==> config.mk <==
export PLATFORM = sky130hd
export DESIGN_NAME = mcpu_ctrl
export DESIGN_NICKNAME = d
export VERILOG_FILES = /design/src/rtl/mcpu_ctrl.sv
export SDC_FILE = /design/constraint.sdc
export NUM_CORES = 1
export LEC_CHECK = 0
export CAP_MARGIN = 15
export CORE_UTILIZATION = 25
export CTS_BUF_LIST = sky130_fd_sc_hd__clkbuf_4 sky130_fd_sc_hd__clkbuf_8
export DETAILED_ROUTE_END_ITERATION = 6
export PLACE_DENSITY = 0.6
export SYNTH_ARGS = -nofsm -noshare
export SYNTH_HDL_FRONTEND = slang
export SYNTH_SLANG_ARGS = --single-unit
==> constraint.sdc <==
create_clock -name clk -period 2.5 [get_ports clk]
set_clock_uncertainty 0.15 [all_clocks]
set_input_delay 0.75 -clock clk [delete_from_list [all_inputs] [get_ports clk]]
set_output_delay 0.75 -clock clk [all_outputs]
set_load 0.01 [all_outputs]
==> src/rtl/mcpu_ctrl.sv <==
// Multi-cycle MIPS control unit: sequences fetch/decode/execute/memory/writeback
// over a shared-memory datapath, with a memory wait timeout and an illegal-instruction trap.
module mcpu_ctrl #(
  parameter int WAIT_LIMIT = 16,
  parameter int CNT_W      = 5
) (
  input  logic       clk,
  input  logic       rst,
  input  logic [5:0] OPcode,
  input  logic [5:0] Fun,
  input  logic       MIO_ready,
  input  logic       zero,
  output logic       PCWrite,
  output logic       IorD,
  output logic       MemRead,
  output logic       MemWrite,
  output logic       IRWrite,
  output logic       RegWrite,
  output logic       CPU_MIO,
  output logic [1:0] RegDst,
  output logic [1:0] DatatoReg,
  output logic       ALUSrcA,
  output logic [1:0] ALUSrcB,
  output logic [1:0] PCSource,
  output logic [2:0] ALU_Control,
  output logic [3:0] state,
  output logic       bus_err,
  output logic       illegal
);

  typedef enum logic [3:0] {
    S_IF    = 4'd0,
    S_ID    = 4'd1,
    S_MADDR = 4'd2,
    S_MRD   = 4'd3,
    S_WBL   = 4'd4,
    S_MWR   = 4'd5,
    S_EXR   = 4'd6,
    S_WBR   = 4'd7,
    S_BR    = 4'd8,
    S_J     = 4'd9,
    S_JAL   = 4'd10,
    S_EXI   = 4'd11,
    S_WBI   = 4'd12,
    S_LUI   = 4'd13,
    S_JR    = 4'd14,
    S_ILL   = 4'd15
  } state_t;

  localparam logic [5:0] OP_RTYPE = 6'b000000;
  localparam logic [5:0] OP_J     = 6'b000010;
  localparam logic [5:0] OP_JAL   = 6'b000011;
  localparam logic [5:0] OP_BEQ   = 6'b000100;
  localparam logic [5:0] OP_BNE   = 6'b000101;
  localparam logic [5:0] OP_ADDI  = 6'b001000;
  localparam logic [5:0] OP_SLTI  = 6'b001010;
  localparam logic [5:0] OP_ANDI  = 6'b001100;
  localparam logic [5:0] OP_ORI   = 6'b001101;
  localparam logic [5:0] OP_XORI  = 6'b001110;
  localparam logic [5:0] OP_LUI   = 6'b001111;
  localparam logic [5:0] OP_LW    = 6'b100011;
  localparam logic [5:0] OP_SW    = 6'b101011;

  localparam logic [5:0] F_SRL = 6'b000010;
  localparam logic [5:0] F_JR  = 6'b001000;
  localparam logic [5:0] F_ADD = 6'b100000;
  localparam logic [5:0] F_SUB = 6'b100010;
  localparam logic [5:0] F_AND = 6'b100100;
  localparam logic [5:0] F_OR  = 6'b100101;
  localparam logic [5:0] F_XOR = 6'b100110;
  localparam logic [5:0] F_NOR = 6'b100111;
  localparam logic [5:0] F_SLT = 6'b101010;

  localparam logic [2:0] ALU_AND = 3'b000;
  localparam logic [2:0] ALU_OR  = 3'b001;
  localparam logic [2:0] ALU_ADD = 3'b010;
  localparam logic [2:0] ALU_XOR = 3'b011;
  localparam logic [2:0] ALU_NOR = 3'b100;
  localparam logic [2:0] ALU_SRL = 3'b101;
  localparam logic [2:0] ALU_SUB = 3'b110;
  localparam logic [2:0] ALU_SLT = 3'b111;

  localparam bit             TIMEOUT_EN = (WAIT_LIMIT != 0);
  localparam logic [CNT_W-1:0] LAST_WAIT = CNT_W'(WAIT_LIMIT - 1);

  function automatic logic r_fun_ok(input logic [5:0] f);
    case (f)
      F_ADD, F_SUB, F_AND, F_OR, F_XOR, F_NOR, F_SLT, F_SRL: return 1'b1;
      default:                                              return 1'b0;
    endcase
  endfunction

  function automatic logic [2:0] r_alu_op(input logic [5:0] f);
    case (f)
      F_SUB:   return ALU_SUB;
      F_AND:   return ALU_AND;
      F_OR:    return ALU_OR;
      F_XOR:   return ALU_XOR;
      F_NOR:   return ALU_NOR;
      F_SLT:   return ALU_SLT;
      F_SRL:   return ALU_SRL;
      default: return ALU_ADD;
    endcase
  endfunction

  function automatic logic [2:0] i_alu_op(input logic [5:0] op);
    case (op)
      OP_SLTI: return ALU_SLT;
      OP_ANDI: return ALU_AND;
      OP_ORI:  return ALU_OR;
      OP_XORI: return ALU_XOR;
      default: return ALU_ADD;
    endcase
  endfunction

  state_t           state_q, state_d;
  logic [CNT_W-1:0] wait_cnt;
  logic             bus_err_q;
  logic             mem_state;
  logic             timeout;

  assign mem_state = (state_q == S_IF) || (state_q == S_MRD) || (state_q == S_MWR);
  // A ready in the limit cycle still completes the access, so timeout needs ready low.
  assign timeout   = TIMEOUT_EN && mem_state && !MIO_ready && (wait_cnt == LAST_WAIT);

  always_ff @(posedge clk) begin
    if (rst) state_q <= S_IF;
    else     state_q <= state_d;
  end

  always_ff @(posedge clk) begin
    if (rst)
      wait_cnt <= '0;
    else if (mem_state && !MIO_ready && !timeout && (wait_cnt != '1))
      wait_cnt <= wait_cnt + 1'b1;
    else
      wait_cnt <= '0;
  end

  always_ff @(posedge clk) begin
    if (rst)          bus_err_q <= 1'b0;
    else if (timeout) bus_err_q <= 1'b1;
  end

  always_comb begin
    state_d     = state_q;
    PCWrite     = 1'b0;
    IorD        = 1'b0;
    MemRead     = 1'b0;
    MemWrite    = 1'b0;
    IRWrite     = 1'b0;
    RegWrite    = 1'b0;
    RegDst      = 2'b00;
    DatatoReg   = 2'b00;
    ALUSrcA     = 1'b0;
    ALUSrcB     = 2'b00;
    PCSource    = 2'b00;
    ALU_Control = ALU_ADD;
    illegal     = 1'b0;

    case (state_q)
      S_IF: begin
        MemRead = 1'b1;
        ALUSrcB = 2'b01;
        IRWrite = MIO_ready;
        PCWrite = MIO_ready;
        if (MIO_ready) state_d = S_ID;
      end
      S_ID: begin
        ALUSrcB = 2'b11;
        case (OPcode)
          OP_RTYPE: begin
            if (Fun == F_JR)       state_d = S_JR;
            else if (r_fun_ok(Fun)) state_d = S_EXR;
            else                    state_d = S_ILL;
          end
          OP_LW, OP_SW:                            state_d = S_MADDR;
          OP_BEQ, OP_BNE:                          state_d = S_BR;
          OP_J:                                    state_d = S_J;
          OP_JAL:                                  state_d = S_JAL;
          OP_ADDI, OP_SLTI, OP_ANDI, OP_ORI, OP_XORI: state_d = S_EXI;
          OP_LUI:                                  state_d = S_LUI;
          default:                                 state_d = S_ILL;
        endcase
      end
      S_MADDR: begin
        ALUSrcA = 1'b1;
        ALUSrcB = 2'b10;
        if (OPcode == OP_SW)      state_d = S_MWR;
        else if (OPcode == OP_LW) state_d = S_MRD;
        else                      state_d = S_IF;
      end
      S_MRD: begin
        MemRead = 1'b1;
        IorD    = 1'b1;
        if (MIO_ready)    state_d = S_WBL;
        else if (timeout) state_d = S_IF;
      end
      S_WBL: begin
        RegWrite  = 1'b1;
        DatatoReg = 2'b01;
        state_d   = S_IF;
      end
      S_MWR: begin
        MemWrite = 1'b1;
        IorD     = 1'b1;
        if (MIO_ready || timeout) state_d = S_IF;
      end
      S_EXR: begin
        ALUSrcA     = 1'b1;
        ALU_Control = r_alu_op(Fun);
        state_d     = S_WBR;
      end
      S_WBR: begin
        RegWrite    = 1'b1;
        RegDst      = 2'b01;
        ALU_Control = r_alu_op(Fun);
        state_d     = S_IF;
      end
      S_BR: begin
        ALUSrcA     = 1'b1;
        ALU_Control = ALU_SUB;
        PCSource    = 2'b01;
        PCWrite     = (OPcode == OP_BEQ) ? zero : ~zero;
        state_d     = S_IF;
      end
      S_J: begin
        PCWrite  = 1'b1;
        PCSource = 2'b10;
        state_d  = S_IF;
      end
      S_JAL: begin
        PCWrite   = 1'b1;
        PCSource  = 2'b10;
        RegWrite  = 1'b1;
        RegDst    = 2'b10;
        DatatoReg = 2'b11;
        state_d   = S_IF;
      end
      S_EXI: begin
        ALUSrcA     = 1'b1;
        ALUSrcB     = 2'b10;
        ALU_Control = i_alu_op(OPcode);
        state_d     = S_WBI;
      end
      S_WBI: begin
        RegWrite    = 1'b1;
        ALU_Control = i_alu_op(OPcode);
        state_d     = S_IF;
      end
      S_LUI: begin
        RegWrite  = 1'b1;
        DatatoReg = 2'b10;
        state_d   = S_IF;
      end
      S_JR: begin
        PCWrite  = 1'b1;
        PCSource = 2'b11;
        state_d  = S_IF;
      end
      S_ILL: begin
        illegal = 1'b1;
        state_d = S_IF;
      end
      default: state_d = S_IF;
    endcase

    // Reset silences the datapath immediately rather than waiting for the edge.
    if (rst) begin
      PCWrite     = 1'b0;
      IorD        = 1'b0;
      MemRead     = 1'b0;
      MemWrite    = 1'b0;
      IRWrite     = 1'b0;
      RegWrite    = 1'b0;
      RegDst      = 2'b00;
      DatatoReg   = 2'b00;
      ALUSrcA     = 1'b0;
      ALUSrcB     = 2'b00;
      PCSource    = 2'b00;
      ALU_Control = ALU_ADD;
      illegal     = 1'b0;
    end
  end

  assign CPU_MIO = MemRead | MemWrite;
  assign state   = state_q;
  assign bus_err = bus_err_q;

endmodule

==> results.md, run 1 <==
- Status: finished with violations
- Failing checks: setup timing
- Drt pass-1 iters: 4
- Hold slack: 0.296 ns
- Worst EP arrival: 1.77 ns
- Final antenna-violating net count: 0
- Fin worst setup slack: -0.173 ns
- Post-synth net total: 196
- Crit share post-route: 1.07
- # setup viols final: 5
- Max transition margin: 0.741
- Max cap viols: 0
- Initial antenna violation count: 0
- CP Capture Type: output port
- Peak Freq: 374 MHz
- CTS clk-pin slew, worst paths: 0.05 ns
- Largest family of logic cells by synthesized area: simple AND/OR/NAND/NOR gates
- Fillers: 438
- Synth Cell Area: 1210 um2
- Yosys cell types: 53
- Largest net degree at the start of global routing: 12
- Post-synthesis xor/xnor area fraction: 0.0290
- Clock Sinks: 10
- Vias in the first global route: 1579
- CTS buffer count: 3
- Busiest layer in global routing: met2
- Root Buffer: clkbuf_8
- PwrDens: 669 nW/um2
- All-layer global routing usage: 0.167
- Initial Util: 0.269
- Placed Area: 2040 um2
- Clk_lat worst skew: 0.23 ns
- Sequential-to-total area share from yosys stat: 0.165
- Width of the chip: 71.6 um
- HP Class: reg -> reg
- Tightest Pin Transition: 0.383 ns
- Core area: 4500 um2
- CTS tree: yes
- Min Tclk post-route: 2.67 ns
- Met1 GRT Util: 0.212
- Syn-to-layout area delta: 94.7%
- Ys flop type: dfxtp_1
- Peak supply drop: 248 uV
- Total number of vias: 1619
- Adder-Cell Fraction of Synth Area: 0.0310
- Max clock buf depth: 2
- Die footprint: 5120 um2
- Drt drc: 0
- Crit Path Max Fanout: 2
- Port buffer count: 40
- Cell count after synthesis: 177
- Fin area: 2360 um2
- Met3 Track Usage GR: 0.0127
- Initial DRC count: 60
- Synthesized flop and latch total: 10
- I/O pin count: 41
- Worst EP required: 1.60 ns
- Post-synthesis compound-gate area fraction: 0.260
- Post-Synth Simple-Gate Area: 0.424
- Global-route wire length before repair: 7040 um
- Grt total ovfl: 0
- Routed wire length: 4010 um
- Number of hold-slack violations in the final timing report: 0
- H-tree depth: 1
- Nets: 299
- Critical path class: in -> out
- Post-synthesis mux area share: 0.0165
- Rows: 24
- Mapped Avg Cell Area: 6.84 um2
- Die span in y: 71.6 um
- Post-synth EDFFs: 0
- Final slew viol count: 0
- Drt via density: 4.89
- Leading area contributor after synthesis: dfxtp_1
- Yosys warns: 0
- Largest cells by area after synthesis: dfxtp_1 (17%), nor2_1 (9.6%), nand2b_1 (4.7%)
- Avg WL per Cell: 12.1 um
- Met2 Use GR: 0.309
- Share of cells above drive strength 1: 0.520
- Hold_buf cts: 0
- RSZ-0062 raised after global routing: yes
- Placer Congestion: 0.817
- DPL Wire Length: 3050 um
- Ant. Diodes: 0
- Yosys top cell area share: 0.165
- Startpoint Class: input port
- Synth async-reset ratio: 0
- Cell leakage power: 1.05 nW
==> metrics by stage <==
step	cells	setup WS (ns)	util	TNS, ns	power, mW
final	331	-0.173	0.523	-0.442	1.58
after global routing	331	-0.198	0.523	-0.688	1.70
after CTS	325	-0.172	0.498	-0.487	1.48
after detailed placement	311	-0.952	0.453	-16.62	1.24
after global placement	311	-0.953	0.453	-16.44	1.24
after floorplan	177	-0.0176	-	-0.0306	0.724
==> registers in the layout, indices dropped and copies added, names as in the netlist <==
name      flops
wait_cnt      5
state         4
bus_err       1
==> cell families after synthesis <==
family | Yosys count
DFF | 10
buffers and inverters | 18
adders and majority gates | 3
AOI/OAI and AO/OA | 45
muxes | 2
and+or+nand+nor | 95
xor gates and xnor gates | 4
==> worst max-delay path, stage by stage <==
cell      delay [ns]
buf_6           0.09
nand2b_4        0.13
or3_4           0.39
o31ai_4         0.25
buf_2           0.16
==> power breakdown <==
| part | switching [mW] | total, mW | internal, mW |
|---|---|---|---|
| combinational | 0.522 | 1.15 | 0.625 |
| clock | 0.0603 | 0.198 | 0.138 |
| sequential | 0.0348 | 0.231 | 0.197 |
==> cell type report <==
class | count | area, um2 | area share
Multi-Input combinational cell | 149 | 1090 | 0.465
Tap cell | 52 | 65.1 | 0.0276
Timing Repair Buffer | 111 | 913 | 0.388
Sequential cell | 10 | 209 | 0.0887
Inverter | 5 | 18.8 | 0.00797
Clock buffer | 4 | 55.1 | 0.0234
==> what timing repair did <==
item	4_1_cts	5_1_grt
endpoints found under the setup margin	20	17
pin swaps	19	6
gates cloned	0	0
resized for setup	177	24
buffers inserted	10	6
==> worst paths after layout <==
check,from,to,slack (ns),depth (start not counted)
worst max-delay path,Fun[4],ALU_Control[2],-0.17,5
worst max register to register,wait_cnt[0],state[2],0.57,5
worst min register to register,wait_cnt[0],wait_cnt[0],0.30,1
worst min-delay path,wait_cnt[0],wait_cnt[0],0.30,1
==> routing by layer <==
metal  wire (um)  vias up
li1            -      845
met1        1830      721
met2        1970       49
met3         178        4
met4          31        0
met5           0        -
==> Yosys cell counts, drive strengths merged (4+ instances only) <==
library cell,n
nand2,7
nor3,11
nor2b,7
nand3,8
nor2,31
dfxtp,10
inv,5
buf,10
a21oi,8
o21ai,10
a31oi,4
nand2b,10
==> placed cells by master, fill, tap and decap left out, types with 3 or more instances in the layout <==
master | Yosys | final
a21oi_1 | 8 | 8
clkbuf_8 | 0 | 4
nor3_4 | 0 | 3
ha_1 | 3 | 3
buf_6 | 1 | 14
nor2b_4 | 0 | 3
dfxtp_1 | 10 | 7
o21ai_0 | 10 | 5
o211ai_1 | 3 | 3
nand2_1 | 6 | 5
buf_2 | 6 | 17
nand2b_1 | 9 | 5
a31oi_1 | 4 | 4
buf_8 | 0 | 5
buf_4 | 2 | 63
clkdlybuf4s15_2 | 0 | 4
nor2_2 | 0 | 3
inv_1 | 5 | 4
xor2_1 | 3 | 3
nor2_1 | 31 | 26
o21ai_1 | 0 | 4
nor2b_1 | 7 | 4
clkdlybuf4s50_1 | 0 | 5
nand3_1 | 7 | 6
nor3_1 | 10 | 8
nand2b_4 | 0 | 4
o21bai_1 | 3 | 3
Power figures use the tool's default switching activity.
==> run 2: changes to the inputs <==
--- a/config.mk
+++ b/config.mk
@@ -5,7 +5,7 @@
 export SDC_FILE = /design/constraint.sdc
 export NUM_CORES = 1
 export LEC_CHECK = 0
-export CAP_MARGIN = 15
+export CAP_MARGIN = 20
 export CORE_UTILIZATION = 25
 export CTS_BUF_LIST = sky130_fd_sc_hd__clkbuf_4 sky130_fd_sc_hd__clkbuf_8
 export DETAILED_ROUTE_END_ITERATION = 6
==> results of run 2 <==
No change in the layout: final DEF, timing and power equal those of run 1.
